File: src/rtl/qpsk_pkg.sv
// Shared definitions for the QPSK time-frame link: frame geometry, header byte
// and the receive-side state encoding.
package qpsk_pkg;
  localparam logic [7:0] FRAME_HEADER = 8'hcc;
  localparam int         FRAME_LEN    = 40;
  localparam int         PAYLOAD_LEN  = 32;

  typedef enum logic [1:0] {HUNT, RECV, CHECK} rx_state_t;

  // Payload after the header, first field received in the top byte.
  typedef struct packed {
    logic [7:0] h;
    logic [7:0] m;
    logic [7:0] s;
    logic [7:0] sum;
  } frame_t;
endpackage

File: src/rtl/frame_rx_if.sv
// Bit-stream input and decoded-time output bundle of the frame receiver.
interface frame_rx_if;
  logic       bit_i;
  logic       bit_vld;
  logic [7:0] dec_h;
  logic [7:0] dec_m;
  logic [7:0] dec_s;
  logic       frame_vld;
  logic       frame_err;
  logic       locked;
  logic [7:0] err_cnt;

  modport master (output bit_i, bit_vld,
                  input  dec_h, dec_m, dec_s, frame_vld, frame_err, locked, err_cnt);
  modport slave  (input  bit_i, bit_vld,
                  output dec_h, dec_m, dec_s, frame_vld, frame_err, locked, err_cnt);
endinterface

File: src/rtl/frame_check.sv
// Combinational frame validator: 8-bit wrap-around checksum plus optional
// h/m/s range test. Also usable as a transmit-side loopback checker.
module frame_check
  import qpsk_pkg::*;
(
  input  logic [7:0] header,
  input  logic [7:0] h,
  input  logic [7:0] m,
  input  logic [7:0] s,
  input  logic [7:0] sum,
  input  logic       range_en,
  output logic       ok
);
  logic [7:0] calc;
  logic       in_range;

  always_comb begin
    calc     = header + h + m + s;
    in_range = (h <= 8'd23) && (m <= 8'd59) && (s <= 8'd59);
    ok       = (calc == sum) && (!range_en || in_range);
  end
endmodule

File: src/rtl/frame_rx.sv
// Serial time-frame receiver: hunts for the header byte, collects the 32-bit
// payload, validates it and presents h/m/s with one-cycle valid/error pulses.
module frame_rx
  import qpsk_pkg::*;
#(
  parameter logic [7:0] HEADER    = FRAME_HEADER,
  parameter bit         RANGE_CHK = 1'b1
) (
  input logic       sys_clk,
  input logic       sys_rst,
  frame_rx_if.slave rx
);
  rx_state_t   state, state_n;
  logic [7:0]  win, win_n, win_shift;
  logic [31:0] pay, pay_n;
  logic [5:0]  cnt, cnt_n;
  logic        done;
  logic        ok;
  frame_t      fr;

  logic [7:0]  dec_h, dec_m, dec_s, err_cnt;
  logic        frame_vld, frame_err, locked;

  always_comb begin
    state_n   = state;
    win_n     = win;
    pay_n     = pay;
    cnt_n     = cnt;
    done      = 1'b0;
    win_shift = {win[6:0], rx.bit_i};
    case (state)
      HUNT: if (rx.bit_vld) begin
        win_n = win_shift;
        if (win_shift == HEADER) begin
          state_n = RECV;
          pay_n   = '0;
          cnt_n   = '0;
        end
      end
      RECV: if (rx.bit_vld) begin
        pay_n = {pay[30:0], rx.bit_i};
        cnt_n = cnt + 6'd1;
        if (cnt_n == 6'(PAYLOAD_LEN)) begin
          state_n = CHECK;
          done    = 1'b1;
        end
      end
      // Window restarts empty, but a strobe landing here is still kept.
      CHECK: begin
        state_n = HUNT;
        win_n   = rx.bit_vld ? {7'd0, rx.bit_i} : 8'd0;
      end
      default: state_n = HUNT;
    endcase
  end

  // Verdict is taken on the last bit so the result pulse registers one
  // cycle after it; CHECK itself only resets the hunt window.
  assign fr = pay_n;

  frame_check u_chk (
    .header  (HEADER),
    .h       (fr.h),
    .m       (fr.m),
    .s       (fr.s),
    .sum     (fr.sum),
    .range_en(RANGE_CHK),
    .ok      (ok)
  );

  always_ff @(posedge sys_clk or posedge sys_rst) begin
    if (sys_rst) begin
      state     <= HUNT;
      win       <= '0;
      pay       <= '0;
      cnt       <= '0;
      dec_h     <= '0;
      dec_m     <= '0;
      dec_s     <= '0;
      frame_vld <= 1'b0;
      frame_err <= 1'b0;
      locked    <= 1'b0;
      err_cnt   <= '0;
    end else begin
      state     <= state_n;
      win       <= win_n;
      pay       <= pay_n;
      cnt       <= cnt_n;
      frame_vld <= done && ok;
      frame_err <= done && !ok;
      if (done && ok) begin
        dec_h  <= fr.h;
        dec_m  <= fr.m;
        dec_s  <= fr.s;
        locked <= 1'b1;
      end else if (done) begin
        locked <= 1'b0;
        if (err_cnt != 8'hff) err_cnt <= err_cnt + 8'd1;
      end
    end
  end

  assign rx.dec_h     = dec_h;
  assign rx.dec_m     = dec_m;
  assign rx.dec_s     = dec_s;
  assign rx.frame_vld = frame_vld;
  assign rx.frame_err = frame_err;
  assign rx.locked    = locked;
  assign rx.err_cnt   = err_cnt;
endmodule

File: src/flat_wrapper.sv
// flat-port wrapper written by rule: the top's interface ports become plain ports
module frame_rx_flat import qpsk_pkg::*;
#(
  parameter logic [7:0] HEADER    = FRAME_HEADER,
  parameter bit         RANGE_CHK = 1'b1
)
  (sys_clk, sys_rst, rx_bit_i, rx_bit_vld, rx_dec_h, rx_dec_m, rx_dec_s, rx_frame_vld, rx_frame_err, rx_locked, rx_err_cnt);
  frame_rx_if rx_i ();
  input logic sys_clk;
  input logic sys_rst;
  input wire logic [$bits(rx_i.bit_i)-1:0] rx_bit_i;
  input wire logic [$bits(rx_i.bit_vld)-1:0] rx_bit_vld;
  output wire logic [$bits(rx_i.dec_h)-1:0] rx_dec_h;
  output wire logic [$bits(rx_i.dec_m)-1:0] rx_dec_m;
  output wire logic [$bits(rx_i.dec_s)-1:0] rx_dec_s;
  output wire logic [$bits(rx_i.frame_vld)-1:0] rx_frame_vld;
  output wire logic [$bits(rx_i.frame_err)-1:0] rx_frame_err;
  output wire logic [$bits(rx_i.locked)-1:0] rx_locked;
  output wire logic [$bits(rx_i.err_cnt)-1:0] rx_err_cnt;
  assign rx_i.bit_i = rx_bit_i;
  assign rx_i.bit_vld = rx_bit_vld;
  assign rx_dec_h = rx_i.dec_h;
  assign rx_dec_m = rx_i.dec_m;
  assign rx_dec_s = rx_i.dec_s;
  assign rx_frame_vld = rx_i.frame_vld;
  assign rx_frame_err = rx_i.frame_err;
  assign rx_locked = rx_i.locked;
  assign rx_err_cnt = rx_i.err_cnt;
  frame_rx #(.HEADER(HEADER), .RANGE_CHK(RANGE_CHK)) u_core (.sys_clk(sys_clk), .sys_rst(sys_rst), .rx(rx_i));
endmodule
File: config.mk
export PLATFORM = sky130hd
export DESIGN_NAME = frame_rx_flat
export DESIGN_NICKNAME = d
export VERILOG_FILES = /design/src/rtl/qpsk_pkg.sv /design/src/rtl/frame_rx_if.sv /design/src/rtl/frame_check.sv /design/src/rtl/frame_rx.sv /design/src/flat_wrapper.sv
export SDC_FILE = /design/constraint.sdc
export NUM_CORES = 1
export LEC_CHECK = 0
export ABC_AREA = 1
export BUFFER_PORTS_ARGS = -buffer_cell sky130_fd_sc_hd__buf_2
export CELL_PAD_IN_SITES_DETAIL_PLACEMENT = 0
export CELL_PAD_IN_SITES_GLOBAL_PLACEMENT = 1
export CORE_MARGIN = 5
export CORE_UTILIZATION = 45
export CTS_CLUSTER_SIZE = 12
export DETAILED_ROUTE_END_ITERATION = 7
export PLACE_DENSITY = 0.9
export SKIP_CTS_REPAIR_TIMING = 1
export SLEW_MARGIN = 20
export SYNTH_ARGS = -nofsm -noshare
export SYNTH_HDL_FRONTEND = slang
export SYNTH_SLANG_ARGS = --single-unit
File: constraint.sdc
create_clock -name sys_clk -period 6.16 [get_ports sys_clk]
set_clock_uncertainty 0.05 [all_clocks]
set_input_delay 1.232 -clock sys_clk [delete_from_list [all_inputs] [get_ports sys_clk]]
set_output_delay 1.232 -clock sys_clk [all_outputs]
set_load 0.1 [all_outputs]
# After elaboration in Yosys (flattened, before gate mapping)
# Cells that the tools add are included.
# word_totals
wordCells,65
input_bits,4
ff_bits,82
# op_classes
reduce_logical,14
order_cmp,3
n_addsub,5
n_mux,21
bitwise,1
n_eq_ne,10
# ops
op,count
32-bit two-way mux,3
32-bit one-hot mux with 2 select lines,1
6-bit two-way mux,3
8-bit adder,2
"8-bit by 6-bit <= comparator with 1-bit output, second input constant",2
7-bit one-hot mux with 2 select lines,1
6-bit one-hot mux with 2 select lines,1
"8-bit by 1-bit adder with 8-bit output, second input constant",1
"8-bit adder, first input constant",1
8-bit == test,1
"8-bit == test, second input constant",1
"8-bit by 5-bit <= comparator with 1-bit output, second input constant",1
2-bit two-way mux,4
"8-bit != test, second input constant",1
4-bit AND reduction,2
7-bit two-way mux,1
"6-bit by 1-bit adder with 6-bit output, second input constant",1
"6-bit == test, second input constant",1
1-bit two-way mux,6
2-bit nonzero test,3
1-bit logical AND,5
"2-bit by 1-bit != test with 1-bit output, second input constant",2
"2-bit != test, second input constant",2
2-bit one-hot mux with 2 select lines,1
other kinds (7),7

# Longest topological paths before layout
# Gate-level depths: netlist of the first run.
# depth
ltp_word,12
depth_mapped,33
mapped_depth_nobuf,33

# Hierarchy
# From an unflattened synthesis of the first run, not the netlist that was laid out.
# hier_totals
hier_cells,567
area_unflattened_um2,4489.3
# by_module_without_submodules
mod,instances,seq_area_each_um2,area_per_inst_um2,cells_per_inst
frame_rx,1,2052.0,3560.9,411
frame_check,1,0.0,928.4,156

# Worst setup path after synthesis of the first run
# OpenSTA, ideal clock, no wires.
# synth_path
path_type,input to register
startpoint,input rx_bit_vld
endpoint,"register u_core.dec_h[2], in the netlist u_core.rx.dec_h[2]"
setup_ns,0.129
t_arrival_ns,5.085
path_stages,30
setup_slack_ns,0.896
cell_sequence,buf_4 inv_1 nor2_4 nand3_4 buf_2 buf_1 nand2_1 ha_1 fa_1 inv_1 ha_1 inv_1 fa_1 nand3b_1 nand2_1 nand2_1 nand2_1 inv_1 nand2_1 nand2_1 nor2_1 nand3_1 nor2_1 nand3_1 inv_2 nand2_1 buf_2 buf_6 nand2_1 o21ai_1
# synth_via
elab_chain_cells,8
elab_cells_between_ends,16
cone_classes,3 x add/sub; 3 x order compare; 1 x eq/ne; 5 x mux; 4 x reduce/logical
# synth_rtl
item,line_no,source
from (decl),flat_wrapper.sv:12,input wire logic [$bits(rx_i.bit_vld)-1:0] rx_bit_vld;
"32-bit two-way mux, on equally long branches","frame_rx.sv:40, frame_rx.sv:32",
32-bit one-hot mux with 2 select lines,frame_rx.sv:31,case (state)
8-bit adder (3 in a row),frame_check.sv:18,calc = header + h + m + s;
8-bit == test,frame_check.sv:20,ok = (calc == sum) && (!range_en || in_range);
1-bit logical AND,frame_check.sv:20,
1-bit logical AND,frame_rx.sv:91,if (done && ok) begin
to (signal assigned),frame_rx.sv:92,dec_h <= fr.h;
to (decl),frame_rx.sv:21,"logic [7:0] dec_h, dec_m, dec_s, err_cnt;"
# Parallel ways exist; a longest one is shown, timed or not.
# A chain may end at the register's enable or synchronous reset.

==> results of run 1 <==
-- worst max-delay path by stage --
stage / to / start
finish: u_core.rx.err_cnt[1] / rx_bit_vld
global route: u_core.rx.err_cnt[1] / rx_bit_vld
CTS: u_core.rx.err_cnt[1] / rx_bit_vld
detailed placement: u_core.rx.err_cnt[1] / rx_bit_vld
global placement: u_core.rx.err_cnt[1] / rx_bit_vld
floorplan: u_core.rx.dec_h[2] / rx_bit_vld
-- layout by cell type, fill, tap and decap left out, drive strengths merged --
| cell | Yosys | layout |
|---|---|---|
| nand2 | 146 | 146 |
| inv | 119 | 122 |
| dfrtp | 82 | 82 |
| buf | 12 | 43 |
| o21ai | 37 | 37 |
| nor2 | 33 | 33 |
| nand3 | 26 | 26 |
| ha | 14 | 14 |
| a21oi | 13 | 13 |
| clkbuf | 1 | 9 |
| xor2 | 8 | 8 |
| nand4 | 7 | 7 |
| fa | 7 | 7 |
| nand3b | 6 | 6 |
| o32ai | 6 | 6 |
| o22ai | 5 | 5 |
| nor3 | 3 | 3 |
| xnor2 | 2 | 2 |
| a31oi | 2 | 2 |
| o21bai | 2 | 2 |
| o211ai | 2 | 2 |
| bufinv | 0 | 2 |
| or2 | 2 | 2 |
| mux2i | 1 | 1 |
| clkinv | 0 | 1 |
| o21a | 1 | 1 |
| o31ai | 1 | 1 |
| mux2 | 1 | 1 |
| clkinvlp | 0 | 1 |
-- sequential cells by signal, summed over array words and instances, names as in the netlist --
register,cells
u_core.rx.locked,1
u_core.state,2
u_core.rx.dec_s,8
u_core.rx.dec_m,8
u_core.rx.err_cnt,8
u_core.rx.frame_err,1
u_core.pay,32
u_core.win,7
u_core.rx.dec_h,8
u_core.cnt,6
u_core.rx.frame_vld,1
-- kinds of logic after synthesis --
kind of cell,count (synthesis),synth area share
AND/OR/NAND/NOR,223,0.219
buffers and inverters,132,0.122
flip-flops,82,0.468
AO/OA/AOI/OAI,69,0.0936
adder cells (fa/ha/maj),21,0.0719
XOR/XNOR,10,0.0200
multiplexers,2,0.00485
-- routing by layer --
layer | part of all wire | vias up | track usage
met5 | 0 | - | 0
li1 | - | 1744 | -
met3 | 0.044 | 11 | 0.0497
met2 | 0.47 | 70 | 0.282
met4 | 0.011 | 0 | 0.0352
met1 | 0.47 | 1640 | 0.238
-- per-stage QoR --
| step | cells | cell area [sq um] | setup WS [ps] | hold WS, ps | utilization |
|---|---|---|---|---|---|
| floorplan | 539 | 4380 | 896 | 402 | - |
| detailed placement | 702 | 4690 | 418 | 400 | 0.487 |
| CTS | 718 | 4920 | 772 | 425 | 0.510 |
| global placement | 702 | 4690 | 493 | 398 | 0.487 |
| finish | 718 | 4920 | 765 | 425 | 0.511 |
| global route | 718 | 4920 | 249 | 449 | 0.511 |
-- power breakdown --
| part | switching (W) | internal (W) | total, W |
|---|---|---|---|
| logic | 0.00114 | 0.000717 | 0.00186 |
| registers | 0.0000769 | 0.000669 | 0.000746 |
| clock network | 0.000218 | 0.000235 | 0.000454 |
| total | 0.00144 | 0.00162 | 0.00306 |
-- area by class of cell --
cell class | count | area, sq um | area share
timing repair buffer | 43 | 231 | 0.0470
clock buffer | 9 | 124 | 0.0252
tap | 133 | 166 | 0.0338
clock inverter | 7 | 105 | 0.0214
inverter | 119 | 448 | 0.0910
sequential | 82 | 2050 | 0.417
multi-input combinational | 325 | 1800 | 0.365
-- critical path: stages --
cell and delay [ps]:
buf_2 200, inv_1 110, nor2_4 170, nand2_1 220
inv_1 250, o22ai_1 170, xor2_1 180, ha_1 190
a21oi_1 230, fa_1 460, inv_1 70, ha_1 170
inv_1 60, fa_1 390, nand3b_1 190, nand2_1 80
nand2_1 40, nand2_1 70, inv_1 40, nand2_1 50
nand2_1 40, nor2_1 80, nand3_1 80, nor2_1 110
nand3_1 160, nand3_1 190, mux2_2 350
==> out/qor.yml, run 1 <==
layout:
  syn_to_final_growth_pct: 12.3
  fin_nets: 605
  drive_above_1_share: 0.138
  fillers: 965
  num_antenna_cells: 0
setup_path:
  r2r_cells: 25
  critPathLaunchType: "primary input"
  crit_type: "primary input to flop"
  required_ps: 6350
  path_max_fanout: 10
  r2r_slack_ps: 1280
  arrival_ps: 5590
  r2r-start: "u_core.state[1]"
  worstReg2RegEnd: "u_core.rx.err_cnt[1]"
  cp-end-kind: "flop"
yosys:
  ys.flop_type: "dfrtp_1"
  syn_area_sq_mm: 0.00438
  synth_seq_cells: 82
  yosysTopAreaCellShare: 0.468
  synth_area_leaders: "dfrtp_1 (47%), nand2_1 (12%), inv_1 (9.7%)"
  syn_nets: 564
  synth_most_common_cell: "nand2_1"
  synth.avg_cell_area_sq_um: 8.13
  synth_warnings: 0
  synth_top_area_cell: "dfrtp_1"
  ys_types: 39
  synth_edf_count: 0
  async_flop_share: 1.00
  yosys-top-cells-count: "nand2_1 (145), inv_1 (113), dfrtp_1 (82), nor2_1 (28), nand3_1 (24)"
  ys_seq_area_frac: 0.468
  netlist_instances: 539
power_and_ir_drop:
  power.leakage_nw: 2.82
  ir_drop_mv: 0.397
  powerDensity_mw_per_mm2: 622
  p_total_w: 0.00306
timing:
  period_share: 0.876
  slew_viol_final: 0
  max_freq_ghz: 0.185
  period_minus_slack_ps: 5390
  tns_ps: 0
  setup_viol: 0
  worstMarginPinSlew_ps: 739
  rsz0062_at_grt: "no"
  hold_viol_final: 0
  max_slew_margin: 0.507
routing:
  drc: 0
  drt_iter0_markers: 181
  wl_um: 9460
  routed_via_density: 4.83
  final_antenna_net_count: 0
  wl_per_cell_um: 13.2
  drtPass1Iterations: 5
  num_vias: 3465
die:
  initial_core_util: 0.455
  die-height_um: 109
  fp.dieW_um: 109
  ios: 39
  core_sq_mm: 0.00964
  rows: 36
  dieArea_sq_mm: 0.0118
clock_network:
  cts_num_sinks: 82
  cts_inserted_buffers: 9
  ctsRootBufferMaster: "clkbuf_8"
  cts_max_level: 3
  cts_tree: "yes"
  clockBufferDepth: 2
  clk_latency_ps: 360
  clk_pin_slew_ps: 100
flow_run:
  drv_cap: 0
global_routing:
  antenna_found_initial: 0
  grt_pass1_vias: 3335
  gr-total-overflow: 0
  grt_pass1_wl_um: 16100
  grt_max_degree: 83
  track_usage: 0.175
place:
  portBuffers: 38
  post-dp-hpwl_um: 6970
  gp_congestion: 0.850
worst_hold_path:
  hold_path_class: "flop to flop"
  hold_path_startpoint: "u_core.rx.dec_h[7]"
  min_to: "u_core.rx.dec_h[7]"
  worstHoldPathCells: 2
outcome:
  outcome: "finished clean"
(Power assumes the default switching activity.)
==> inputs of run 2 (changes only) <==
clock period = 5.8 ns   (was 6.16 ns; I/O delays follow)
==> run 2 against run 1 <==
Sequential power increased by 5.9%. Count of clock-buffer cells in the layout did not move. Design area fell by 0.43%. Non-clock buffer count is 2 higher. Combinational power is 9% higher. Critical endpoint is now u_core.rx.dec_h[1]. Largest cell class unchanged.
==> out/qor.yml, run 2 (synthesis results as in run 1) <==
clock_network:
  cts_inserted_buffers: 9  # unchanged
  clk_latency_ps: 370  # about the same
  cts_tree: "yes"
  cts_max_level: 3  # unchanged
  clockBufferDepth: 2  # unchanged
  ctsRootBufferMaster: "clkbuf_8"
  cts_num_sinks: 82  # unchanged
  clk_pin_slew_ps: 100  # about the same
die:
  core_sq_mm: 0.00964  # unchanged
  fp.dieW_um: 109  # unchanged
  die-height_um: 109  # unchanged
  rows: 36  # unchanged
  dieArea_sq_mm: 0.0118  # unchanged
  initial_core_util: 0.455  # unchanged
  ios: 39  # unchanged
setup_path:
  r2r-start: "u_core.state[1]"
  r2r_cells: 28  # +12%
  arrival_ps: 5510  # -80 ps
  path_max_fanout: 38  # +28
  worstReg2RegEnd: "u_core.rx.dec_h[1]"
  critPathLaunchType: "primary input"
  r2r_slack_ps: 980  # -300 ps
  required_ps: 6070  # -280 ps
  crit_type: "primary input to flop"
  cp-end-kind: "flop"
timing:
  period_minus_slack_ps: 5240
  tns_ps: 0  # unchanged
  period_share: 0.904
  max_slew_margin: 0.473  # -0.0341
  slew_viol_final: 0  # unchanged
  fin_ws_ps: 558  # -207 ps
  rsz0062_at_grt: "no"
  setup_viol: 0  # unchanged
  hold_viol_final: 0  # unchanged
  hold_ws_ps: 427  # +2.50 ps
  worstMarginPinSlew_ps: 790  # +50.2 ps
  max_freq_ghz: 0.191
place:
  dpl.cell_count: 704  # +0.28%
  post-dp-hpwl_um: 7310  # +4.9%
  pre_cts_ws_ps: 198  # -220 ps
  gp_congestion: 0.897  # +5.5%
  portBuffers: 38  # unchanged
global_routing:
  grt_max_degree: 47  # -43%
  antenna_found_initial: 0  # unchanged
  gr-total-overflow: 0  # unchanged
  grt_pass1_vias: 3396  # +1.8%
  grt_pass1_wl_um: 16400  # +2.2%
  track_usage: 0.179  # +0.00371
layout:
  top_register: "u_core.pay"
  num_antenna_cells: 0  # unchanged
  fin_cells: 720  # +0.28%
  multi_input_area_sq_mm: 0.00180  # unchanged
  drive_above_1_share: 0.143  # +0.00464
  seq_area_sq_mm: 0.00205  # unchanged
  layout_common_cells: "nand2_1 (145), inv_1 (111), dfrtp_1 (82)"
  fin_nets: 607  # +0.33%
  largest_register_ffs: 32  # unchanged
  final_common_cell: "nand2_1"
  fillers: 985  # +2.1%
  syn_to_final_growth_pct: 11.8
routing:
  num_vias: 3451  # -0.40%
  wl_um: 9770  # +3.3%
  drt_iter0_markers: 144  # -20%
  wl_per_cell_um: 13.6  # +3.0%
  final_antenna_net_count: 0  # unchanged
  routed_via_density: 4.79  # -0.68%
  drtPass1Iterations: 5  # unchanged
  drc: 0  # unchanged
outcome:
  outcome: "finished clean"
worst_hold_path:
  worstHoldPathCells: 2  # unchanged
  hold_path_startpoint: "u_core.rx.dec_h[6]"
  hold_path_class: "flop to flop"
  min_to: "u_core.rx.dec_h[6]"
power_and_ir_drop:
  powerDensity_mw_per_mm2: 660  # +6.2%
  power.leakage_nw: 2.80  # -0.54%
  ir_drop_mv: 0.574  # +44%
flow_run:
  drv_cap: 0  # unchanged
[run 2: cell count changes in the layout (fill, tap and decap cells not counted), sizes merged]
cell,delta
bufinv,-2
clkinv,+1
buf,+2
clkinvlp,+2
inv,-1
[run 2: per-stage QoR]
step	util	power [W]	cell area (sq um)
2_1_floorplan	-	0.00232	4380
3_3_place_gp	0.488	0.00276	4700
3_5_place_dp	0.488	0.00281	4700
4_1_cts	0.508	0.00325	4900
5_1_grt	0.508	0.00363	4900
6_report	0.508	0.00323	4900
[run 2: final cells by class]
type / count / area share
sequential: 82 / 0.419
multi-input combinational: 325 / 0.366
inverter: 119 / 0.0914
timing repair buffer: 45 / 0.0495
tap: 133 / 0.0340
clock buffer: 9 / 0.0253
clock inverter: 7 / 0.0148
[run 2: where the power goes]
group / internal [W] / switching (W)
clock: 0.000168 / 0.000246
sequential: 0.000711 / 0.0000799
combinational: 0.000773 / 0.00126
total: 0.00165 / 0.00158
[run 2: layer usage]
layer | vias to the layer above | share of wire | global-route usage
met5 | - | 0 | 0
met4 | 0 | 0.013 | 0.0514
met3 | 14 | 0.044 | 0.0491
met2 | 64 | 0.48 | 0.281
met1 | 1627 | 0.46 | 0.244
li1 | 1746 | - | -
[run 2: worst max-delay path, stage by stage]
cell      delay, ps
buf_2           190
nand3_2         310
o21ai_0         530
xor2_1          140
ha_1            200
a21oi_1         210
fa_1            450
inv_1            70
ha_1            170
inv_1            60
fa_1            400
nand3b_1        190
nand2_1          80
nand2_1          50
nand2_1          70
inv_1            40
nand2_1          60
nand2_1          40
nor2_1           80
nand3_1          80
nor2_1          110
nand3_1         170
inv_2            80
nand2_1          40
buf_4           260
inv_2           130
nand2_1          60
nand2_1          70
[run 2: how the worst max path moves through the flow]
stage / end / from
finish: u_core.rx.dec_h[1] / rx_bit_vld
global route: u_core.rx.dec_s[0] / rx_bit_i
CTS: u_core.rx.dec_h[1] / rx_bit_vld
detailed placement: u_core.rx.dec_h[1] / rx_bit_vld
global placement: u_core.rx.dec_s[1] / rx_bit_vld
floorplan: u_core.rx.dec_h[2] / rx_bit_vld
==> inputs of run 3 (changes only) <==
BUFFER_PORTS_ARGS = -buffer_cell sky130_fd_sc_hd__clkbuf_2   (was -buffer_cell sky130_fd_sc_hd__buf_2)
CORE_UTILIZATION = 40   (was 45)
PLACE_DENSITY = 0.82   (was 0.9)
SLEW_MARGIN = 25   (was 20)
==> run 3 against run 2 <==
Via count grew 0.70%. Flip-flop and latch count is the same. Core utilization shrank 5.1 points. Register-to-register slack gained 30 ps. Non-clock buffer count grew 1. Global-route usage shrank 2.0 points.
==> out/qor.yml, run 3 (synthesis results as in run 1) <==
outcome:
  outcome: "finished clean"
clock_network:
  clockBufferDepth: 2  # unchanged
  clk_pin_slew_ps: 100  # about the same
  ctsRootBufferMaster: "clkbuf_8"
  cts_inserted_buffers: 9  # unchanged
  cts_tree: "yes"
  cts_max_level: 3  # unchanged
  cts_num_sinks: 82  # unchanged
  clk_latency_ps: 360  # about the same
timing:
  rsz0062_at_grt: "no"
  hold_viol_final: 0  # unchanged
  tns_ps: 0  # unchanged
  worstMarginPinSlew_ps: 742  # -47.8 ps
  period_share: 0.910  # +0.00589
  max_slew_margin: 0.506  # +0.0325
  max_freq_ghz: 0.190  # -0.65%
  setup_viol: 0  # unchanged
  slew_viol_final: 0  # unchanged
  period_minus_slack_ps: 5280  # +34.1 ps
flow_run:
  drv_cap: 0  # unchanged
die:
  initial_core_util: 0.406  # -0.0486
  core_sq_mm: 0.0108  # +12%
  ios: 39  # unchanged
  rows: 38  # +5.6%
  dieArea_sq_mm: 0.0132  # +11%
  fp.dieW_um: 115  # +5.5%
  die-height_um: 115  # +5.5%
power_and_ir_drop:
  ir_drop_mv: 0.495  # -14%
  powerDensity_mw_per_mm2: 645  # -2.3%
  power.leakage_nw: 2.79  # -0.59%
routing:
  drtPass1Iterations: 4  # -1
  routed_via_density: 4.77  # -0.41%
  num_vias: 3475  # +0.70%
  drc: 0  # unchanged
  final_antenna_net_count: 0  # unchanged
  wl_um: 9700  # -0.71%
  drt_iter0_markers: 266  # +85%
  wl_per_cell_um: 13.3  # -1.8%
layout:
  syn_to_final_growth_pct: 12.6
  fin_nets: 608  # +0.16%
  fillers: 1060  # +7.6%
  top_register: "u_core.pay"
  largest_register_ffs: 32  # unchanged
  final_common_cell: "nand2_1"
  drive_above_1_share: 0.143  # -0.000243
  final_core_util: 0.457  # -0.0513
  num_antenna_cells: 0  # unchanged
  layout_common_cells: "nand2_1 (145), inv_1 (112), dfrtp_1 (82)"
setup_path:
  arrival_ps: 5460  # -50 ps
  crit_type: "primary input to flop"
  cp-startpoint: "rx_bit_vld"
  path_max_fanout: 10  # -74%
  required_ps: 5980  # -90 ps
  cp-end-kind: "flop"
  r2r-start: "u_core.win[0]"
  critPathLaunchType: "primary input"
global_routing:
  antenna_found_initial: 0  # unchanged
  grt_pass1_vias: 3484  # +2.6%
  gr-total-overflow: 0  # unchanged
  track_usage: 0.159  # -0.0196
  grt_max_degree: 83  # +77%
  grt_pass1_wl_um: 16700  # +1.6%
place:
  gp_congestion: 0.792  # -12%
  portBuffers: 38  # unchanged
  post-dp-hpwl_um: 7310  # about the same
worst_hold_path:
  hold_path_startpoint: "u_core.rx.dec_h[7]"
  hold_path_class: "flop to flop"
run 3: per-layer routing:
layer	up-vias	part of all wire	global-route usage
li1	1751	-	-
met1	1672	0.47	0.226
met2	44	0.48	0.253
met3	8	0.036	0.0317
met4	0	0.0078	0.0348
met5	-	0	0
run 3: where the power goes:
group / total, W / switching, W / internal, W
clock: 0.000406 / 0.000238 / 0.000168
sequential: 0.000793 / 0.0000825 / 0.000710
combinational: 0.00198 / 0.00121 / 0.000770
total: 0.00318 / 0.00153 / 0.00165
run 3: through the flow:
| step | instance area (sq um) | setup WS (ps) | hold WS, ps | total power, W | cells |
|---|---|---|---|---|---|
| 6_report | 4930 | 524 | 433 | 0.00318 | 728 |
| 2_1_floorplan | 4380 | 608 | 402 | 0.00232 | 539 |
| 3_3_place_gp | 4730 | 353 | 402 | 0.00276 | 712 |
| 3_5_place_dp | 4730 | 200 | 413 | 0.00279 | 712 |
| 4_1_cts | 4930 | 552 | 439 | 0.00322 | 728 |
| 5_1_grt | 4930 | 123 | 450 | 0.00358 | 728 |
run 3: worst max-delay path, stage by stage:
cell      delay [ps]
clkbuf_2         220
inv_1            120
nor2_4           190
nand2_1          110
inv_1            200
o22ai_1          180
xor2_1           180
ha_1             200
a21oi_1          230
fa_1             460
inv_1             70
ha_1             160
inv_1             60
fa_1             390
nand3b_1         190
nand2_1           80
nand2_1           50
nand2_1           70
inv_1             40
nand2_1           50
nand2_1           40
nor2_1            80
nand3_1           80
nor2_1           100
nand3_1          180
nand3_1          210
mux2_2           360
run 3: final timing paths:
check	cells past startpoint	to	slack, ps
worst min-delay path	2	u_core.rx.dec_h[7]	430
worst min register to register	2	u_core.rx.dec_h[7]	430
max in group asynchronous	3	u_core.pay[13]	4270
min in group asynchronous	3	u_core.rx.dec_s[7]	910
worst max register to register	29	u_core.rx.err_cnt[1]	1010
worst max-delay path	27	u_core.rx.err_cnt[1]	520
run 3: final cells by class:
cell class / instances / area, sq um / area share
Sequential cell: 82 / 2050 / 0.416
Multi-Input combinational cell: 325 / 1800 / 0.364
Inverter: 119 / 448 / 0.0908
Timing Repair Buffer: 46 / 267 / 0.0540
Tap cell: 140 / 175 / 0.0355
Clock buffer: 9 / 124 / 0.0251
Clock inverter: 7 / 72.6 / 0.0147
